### config.mk
export PLATFORM = sky130hd
export DESIGN_NAME = clock_alarm_core
export DESIGN_NICKNAME = d
export VERILOG_FILES = /design/src/rtl/clock_alarm_core.sv
export SDC_FILE = /design/constraint.sdc
export NUM_CORES = 1
export LEC_CHECK = 0
export BUFFER_PORTS_ARGS = -buffer_cell sky130_fd_sc_hd__buf_2
export CORE_MARGIN = 8
export CORE_UTILIZATION = 55
export CTS_CLUSTER_SIZE = 28
export DETAILED_ROUTE_END_ITERATION = 8
export PLACE_DENSITY_LB_ADDON = 0.1
export SKIP_LAST_GASP = 1
export SLEW_MARGIN = 20
export SYNTH_ARGS = -nofsm -noshare
export SYNTH_HDL_FRONTEND = slang
export SYNTH_SLANG_ARGS = --single-unit
### constraint.sdc
create_clock -name Clk -period 6.2 [get_ports Clk]
set_clock_uncertainty 0.1 [all_clocks]
set_input_delay 0.93 -clock Clk [delete_from_list [all_inputs] [get_ports Clk]]
set_output_delay 0.93 -clock Clk [all_outputs]
set_load 0.05 [all_outputs]
### src/rtl/clock_alarm_core.sv
// Alarm clock core: 1 Hz prescaler, BCD time of day in 24h form, field editor,
// 12h display mapping and an alarm sequencer with snooze and auto-silence.
//
// Alarm FSM states
//   state     | meaning
//   ----------+-------------------------------------------------------------
//   ST_IDLE   | alarm quiet, waiting for a tick that lands on alarm hh:mm:00
//   ST_RING   | Alarm_ring high, ring timer counting down seconds
//   ST_SNOOZE | alarm quiet, snooze timer counting down seconds to re-ring
module clock_alarm_core #(
  parameter int TICK_DIV   = 50_000_000,
  parameter int SNOOZE_MIN = 5,
  parameter int RING_SEC   = 60
) (
  input  logic       Clk,
  input  logic       Reset,
  input  logic       Set_en,
  input  logic [2:0] Set_sel,
  input  logic       Inc,
  input  logic       Dec,
  input  logic       Mode_12h,
  input  logic       Alarm_en,
  input  logic       Alarm_ack,
  input  logic       Snooze,
  output logic [7:0] Sec_bcd,
  output logic [7:0] Min_bcd,
  output logic [7:0] Hour_bcd,
  output logic       Pm,
  output logic [7:0] Alm_min_bcd,
  output logic [7:0] Alm_hour_bcd,
  output logic       Tick_1hz,
  output logic       Day_tick,
  output logic       Alarm_ring
);

  localparam int PRESC_W   = $clog2(TICK_DIV);
  localparam int SNZ_TICKS = SNOOZE_MIN * 60;
  localparam int SNZ_W     = $clog2(SNZ_TICKS + 1);
  localparam int RING_W    = $clog2(RING_SEC + 1);

  localparam logic [PRESC_W-1:0] PRESC_LAST = PRESC_W'(TICK_DIV - 1);
  localparam logic [PRESC_W-1:0] PRESC_ONE  = PRESC_W'(1);
  localparam logic [SNZ_W-1:0]   SNZ_LOAD   = SNZ_W'(SNZ_TICKS);
  localparam logic [SNZ_W-1:0]   SNZ_ONE    = SNZ_W'(1);
  localparam logic [RING_W-1:0]  RING_LOAD  = RING_W'(RING_SEC);
  localparam logic [RING_W-1:0]  RING_ONE   = RING_W'(1);

  typedef enum logic [1:0] {
    ST_IDLE   = 2'd0,
    ST_RING   = 2'd1,
    ST_SNOOZE = 2'd2
  } alarm_state_t;

  // Step a two-digit BCD value modulo 60 (seconds / minutes).
  function automatic logic [7:0] step60(input logic [7:0] v, input logic up);
    logic [3:0] t;
    logic [3:0] u;
    t = v[7:4];
    u = v[3:0];
    if (up) begin
      if (u == 4'd9) begin
        u = 4'd0;
        t = (t == 4'd5) ? 4'd0 : t + 4'd1;
      end else begin
        u = u + 4'd1;
      end
    end else begin
      if (u == 4'd0) begin
        u = 4'd9;
        t = (t == 4'd0) ? 4'd5 : t - 4'd1;
      end else begin
        u = u - 4'd1;
      end
    end
    return {t, u};
  endfunction

  // Step a two-digit BCD value modulo 24 (hours).
  function automatic logic [7:0] step24(input logic [7:0] v, input logic up);
    logic [3:0] t;
    logic [3:0] u;
    t = v[7:4];
    u = v[3:0];
    if (up) begin
      if (t == 4'd2 && u == 4'd3) begin
        t = 4'd0;
        u = 4'd0;
      end else if (u == 4'd9) begin
        t = t + 4'd1;
        u = 4'd0;
      end else begin
        u = u + 4'd1;
      end
    end else begin
      if (t == 4'd0 && u == 4'd0) begin
        t = 4'd2;
        u = 4'd3;
      end else if (u == 4'd0) begin
        t = t - 4'd1;
        u = 4'd9;
      end else begin
        u = u - 4'd1;
      end
    end
    return {t, u};
  endfunction

  logic [PRESC_W-1:0] presc_q;
  logic [7:0]         sec_q, min_q, hour_q;
  logic [7:0]         alm_min_q, alm_hour_q;
  logic               tick_q, day_q;

  alarm_state_t       state_q, state_d;
  logic [RING_W-1:0]  ring_cnt_q, ring_cnt_d;
  logic [SNZ_W-1:0]   snz_cnt_q, snz_cnt_d;

  logic               tick;
  logic               sec_wrap, min_wrap, hour_wrap;
  logic [7:0]         sec_nx, min_nx, hour_nx;
  logic               day_roll;
  logic               alarm_match;
  logic               edit_ok;

  logic [4:0]         hour_bin;
  logic [4:0]         hour_disp;
  logic [3:0]         hour_adj;

  assign tick      = !Set_en && (presc_q == PRESC_LAST);
  assign sec_wrap  = (sec_q == 8'h59);
  assign min_wrap  = (min_q == 8'h59);
  assign hour_wrap = (hour_q == 8'h23);

  assign sec_nx  = step60(sec_q, 1'b1);
  assign min_nx  = sec_wrap ? step60(min_q, 1'b1) : min_q;
  assign hour_nx = (sec_wrap && min_wrap) ? step24(hour_q, 1'b1) : hour_q;

  assign day_roll = tick && sec_wrap && min_wrap && hour_wrap;

  // A tick lands on hh:mm:00 exactly when seconds wrap, so only ticks can match.
  assign alarm_match = tick && sec_wrap && (min_nx == alm_min_q) && (hour_nx == alm_hour_q);

  assign edit_ok = Set_en && (Inc ^ Dec);

  // Prescaler: free-running 0..TICK_DIV-1, parked at 0 while editing.
  always_ff @(posedge Clk) begin
    if (Reset || Set_en) begin
      presc_q <= '0;
    end else if (presc_q == PRESC_LAST) begin
      presc_q <= '0;
    end else begin
      presc_q <= presc_q + PRESC_ONE;
    end
  end

  // Time-of-day and alarm registers: carry-chained on ticks, per-field edits otherwise.
  always_ff @(posedge Clk) begin
    if (Reset) begin
      sec_q      <= 8'h00;
      min_q      <= 8'h00;
      hour_q     <= 8'h00;
      alm_min_q  <= 8'h00;
      alm_hour_q <= 8'h00;
      tick_q     <= 1'b0;
      day_q      <= 1'b0;
    end else begin
      tick_q <= tick;
      day_q  <= day_roll;
      if (tick) begin
        sec_q  <= sec_nx;
        min_q  <= min_nx;
        hour_q <= hour_nx;
      end else if (edit_ok) begin
        case (Set_sel)
          3'd0:    sec_q      <= step60(sec_q, Inc);
          3'd1:    min_q      <= step60(min_q, Inc);
          3'd2:    hour_q     <= step24(hour_q, Inc);
          3'd3:    alm_min_q  <= step60(alm_min_q, Inc);
          3'd4:    alm_hour_q <= step24(alm_hour_q, Inc);
          default: ;
        endcase
      end
    end
  end

  assign hour_bin = ({1'b0, hour_q[7:4]} * 5'd10) + {1'b0, hour_q[3:0]};

  // Display hour: pass-through in 24h mode, 12/1..11 with PM flag in 12h mode.
  always_comb begin
    hour_disp = hour_bin;
    hour_adj  = 4'd0;
    Pm        = 1'b0;
    Hour_bcd  = hour_q;
    if (Mode_12h) begin
      Pm = (hour_bin >= 5'd12);
      if (hour_bin == 5'd0) begin
        hour_disp = 5'd12;
      end else if (hour_bin > 5'd12) begin
        hour_disp = hour_bin - 5'd12;
      end
      hour_adj = hour_disp[3:0] - 4'd10;
      Hour_bcd = (hour_disp >= 5'd10) ? {4'd1, hour_adj} : {4'd0, hour_disp[3:0]};
    end
  end

  // Alarm FSM state and its two second-timers.
  always_ff @(posedge Clk) begin
    if (Reset) begin
      state_q    <= ST_IDLE;
      ring_cnt_q <= '0;
      snz_cnt_q  <= '0;
    end else begin
      state_q    <= state_d;
      ring_cnt_q <= ring_cnt_d;
      snz_cnt_q  <= snz_cnt_d;
    end
  end

  // Alarm FSM next state; disarm beats ack, ack beats snooze, both beat timeouts.
  always_comb begin
    state_d    = state_q;
    ring_cnt_d = ring_cnt_q;
    snz_cnt_d  = snz_cnt_q;
    if (!Alarm_en) begin
      state_d    = ST_IDLE;
      ring_cnt_d = '0;
      snz_cnt_d  = '0;
    end else begin
      case (state_q)
        ST_IDLE: begin
          if (alarm_match) begin
            state_d    = ST_RING;
            ring_cnt_d = RING_LOAD;
          end
        end
        ST_RING: begin
          if (Alarm_ack) begin
            state_d    = ST_IDLE;
            ring_cnt_d = '0;
          end else if (Snooze) begin
            state_d    = ST_SNOOZE;
            ring_cnt_d = '0;
            snz_cnt_d  = SNZ_LOAD;
          end else if (tick) begin
            if (ring_cnt_q <= RING_ONE) begin
              state_d    = ST_IDLE;
              ring_cnt_d = '0;
            end else begin
              ring_cnt_d = ring_cnt_q - RING_ONE;
            end
          end
        end
        ST_SNOOZE: begin
          if (Alarm_ack) begin
            state_d   = ST_IDLE;
            snz_cnt_d = '0;
          end else if (tick) begin
            if (snz_cnt_q <= SNZ_ONE) begin
              state_d    = ST_RING;
              snz_cnt_d  = '0;
              ring_cnt_d = RING_LOAD;
            end else begin
              snz_cnt_d = snz_cnt_q - SNZ_ONE;
            end
          end
        end
        default: begin
          state_d    = ST_IDLE;
          ring_cnt_d = '0;
          snz_cnt_d  = '0;
        end
      endcase
    end
  end

  assign Sec_bcd      = sec_q;
  assign Min_bcd      = min_q;
  assign Alm_min_bcd  = alm_min_q;
  assign Alm_hour_bcd = alm_hour_q;
  assign Tick_1hz     = tick_q;
  assign Day_tick     = day_q;
  assign Alarm_ring   = (state_q == ST_RING);

endmodule

==> parameters.txt <==
Parameter                              Value

Timing
  Period utilization    between 70 and 80%
  Pin slew with the least headroom to its limit    between 900 and 1000 ps
  Worst slew margin relative to its limit    37.2%
  Highest Clock Rate    roughly 200 MHz
  Worst hold margin    roughly 370 ps
  Setup TNS    0 ps
  Final setup violation count    0
  Min cycle time layout    around 5000 ps
  Setup repair after global routing missed its margin    no
  Final number of max-transition violations    0
  Final hold viol count    0

Routing
  WL final    17.6 mm
  Total number of vias    between 6000 and 7000
  Starting DRT DRC Count    590
  DR vias/cell    approximately 6.3
  Remaining DRCs    0
  Pre-antenna DRT Iters    5
  Detailed-route wire length per cell    16.4 um
  Number of nets with antenna violations after routing    0

Clock tree
  TritonCTS clock tree    built
  Hold-fix buffer count after cts    0
  CTS HTree Levels    3
  Total CTS buffers    9
  Post_cts resized    0
  Buffer count from post-CTS setup fixing    0
  CTS clk-pin slew, worst paths    60 ps
  CTS sink cnt    85
  Worst skew pair latency    about 350 ps
  Root Buffer    clkbuf_16
  Largest buffer count on any clock path    2

Synthesis
  Most instantiated flip-flop cell in the synthesis netlist    dfxtp_1
  Synth area leaders    dfxtp_1 (26%), nor2_1 (7.5%), a21oi_1 (7.4%), ha_1 (6.6%), nand2_1 (4.4%)
  Warnings, synthesis    0
  Sequential fraction of the synthesis area    between 20% and 30%
  Syn Nets    approximately 960
  Count of unique library cells instantiated by Yosys    between 70 and 80
  EDFF count, synth    0
  Synth Register Bits    85
  Async S/R FF share, synth    0%
  Cell area after synthesis    0.00660 mm^2
  Post-synthesis cell count    about 910
  Synthesized area per cell    between 7 and 8 um^2
  Fraction of synthesized cell area taken by the top area cell type    between 20% and 30%
  Library cell occupying the most area in the post-synthesis netlist    dfxtp_1

GRT
  Gr ovfl total    0
  Vias in the first global route    around 6100
  First-pass GRT wire length    between 20 and 30 mm
  Aggregate global-route resource usage    a little over a fifth
  Pin count of the biggest net entering global routing    54
  Initial antenna violation count    0

Die
  Effective utilization at floorplan    55.6%
  Num ports    56
  Die ar.    between 0.015 and 0.02 mm^2
  Height of the die    approximately 130 um
  Die X-Extent    roughly 130 um
  Area of the placeable core    roughly 0.012 mm^2
  Cell Rows    40

Layout
  Most common cell after layout, fill and taps aside    nor2_1
  Commonest cells after routing, fill and taps aside    nor2_1 (131), a21oi_1 (97), dfxtp_1 (85)
  Fin nets    between 900 and 1000
  Area growth from synthesis to layout    8.32%
  Layout cells sized above 1    under 10%
  Total inserted antenna cells    0

Setup path
  Kind of cell adding the most delay to the critical path    adder cells
  CP most frequent cell    ha_1
  Minimum setup slack among reg-to-reg paths    2010 ps
  Critical path cell sequence    ha_1 > ha_1 > xor2_1 > inv_1 > ha_1 > nand2_1 > o21ai_0 > a21oi_1 > ha_1 > o21ai_1 > a21boi_1 > mux2i_1 > mux2_2 > buf_2
  Nature of the critical path startpoint    flip-flop
  Arrival time reported for the critical path endpoint    about 3900 ps
  Crit Path Class    flip-flop to output port
  Kind of end point of the critical path    output port
  Number of buffers and inverters on the critical path    2
  WP depth    14
  Critical register-to-register path endpoint    ring_cnt_q[1]$_SDFFE_PP0P_
  Required time worst endpoint    between 5000 and 6000 ps
  Maximum fanout along the worst path    9
  Cell count of the worst reg-to-reg path    10
  Launch point of the worst reg-to-reg path    Min_bcd[0]$_SDFFE_PP0P_
  Highest cell delay on the worst timing path    around 520 ps
  Source of the critical timing path    hour_q[4]$_SDFFE_PP0P_
  Slowest cell on the critical path    dfxtp_1

Worst hold path
  Worst hold path stage count    1
  Hold Path Class    flip-flop to flip-flop
  Startpoint of the worst hold path    presc_q[0]$_SDFF_PP0_
  Endpoint with the worst hold slack    presc_q[0]$_SDFF_PP0_

Power
  Leak    roughly 2.7 nW
  Maximum vdd drop    ~0.17 mV
  Cell area power density    roughly 170 mW/mm^2

Place
  Placed wire-length estimate    about 13 mm
  Port Buffer Count    between 50 and 60
  Final RePlAce weighted congestion    roughly 0.93

Flow run
  Reported max-cap violation count    0

Run status
  Run status    complete, no violations
==> kinds of logic after synthesis <==
logic type	count (synthesis)	share of synthesized area [%]
AND/OR/NAND/NOR	377	28.7
flip-flops	85	25.8
buffers and inverters	94	5.67
multiplexers	10	1.78
AO/OA/AOI/OAI	258	24.6
XOR/XNOR	49	6.50
adder cells (fa/ha/maj)	36	6.94
==> cell type report <==
class	instances	area (um^2)
multi-input cells	730	4530
flip-flops and latches	85	1700
well taps	147	184
clock buffers	10	239
inverters	42	158
fillers	1101	4710
repair buffers	59	305
clock inverters	5	32.5
==> worst max-delay path by stage <==
stage / slack [ps] / to
after floorplan: 1840 / Hour_bcd[1]
after global placement: 1950 / Hour_bcd[2]
after detailed placement: 1690 / Hour_bcd[2]
after CTS: 1300 / Hour_bcd[2]
after global routing: 1050 / Hour_bcd[2]
final: 1290 / Hour_bcd[2]
==> metrics by stage <==
| stage | utilization, % | setup WS (ps) | instances | instance area, um^2 | power (W) |
|---|---|---|---|---|---|
| global route | 60.3 | 1050 | 1078 | 7150 | 0.00124 |
| CTS | 60.3 | 1300 | 1078 | 7150 | 0.00121 |
| floorplan | - | 1840 | 909 | 6600 | 0.000668 |
| global placement | 58.0 | 1950 | 1063 | 6880 | 0.000694 |
| detailed placement | 58.0 | 1690 | 1063 | 6880 | 0.000698 |
| finish | 60.3 | 1290 | 1078 | 7150 | 0.00119 |
==> layer usage <==
layer | wire, um | part of all wire, % | GRT usage (%) | vias to the layer above
met3 | 880 | 5.0 | 3.82 | 39
met1 | 7910 | 45 | 26.1 | 3173
met5 | 0 | 0 | 0 | -
met4 | 519 | 2.9 | 11.0 | 0
li1 | - | - | - | 3338
met2 | 8330 | 47 | 36.9 | 207
==> power by group <==
part           switching [W]  internal (W)
Clock               0.000227      0.000281
Sequential        0.00000917      0.000550
Combinational      0.0000876     0.0000410
==> cells in the mapped netlist, drive strengths merged, types with 12 or more instances <==
cell	number
nor3	27
nor4	12
a211oi	16
nand3	29
xor2	31
a31oi	16
a21oi	99
clkbuf	42
dfxtp	85
inv	42
nor2	132
nand2	78
or3	15
ha	35
xnor2	18
o21ai	50
==> registers in the layout (all words and copies together), names as in the netlist <==
signal / count
presc_q: 26
snz_cnt_q: 9
Alm_hour_bcd: 8
Alm_min_bcd: 8
Min_bcd: 8
Sec_bcd: 8
hour_q: 8
ring_cnt_q: 6
state_q: 2
Day_tick: 1
Tick_1hz: 1
(Power assumes the default switching activity.)
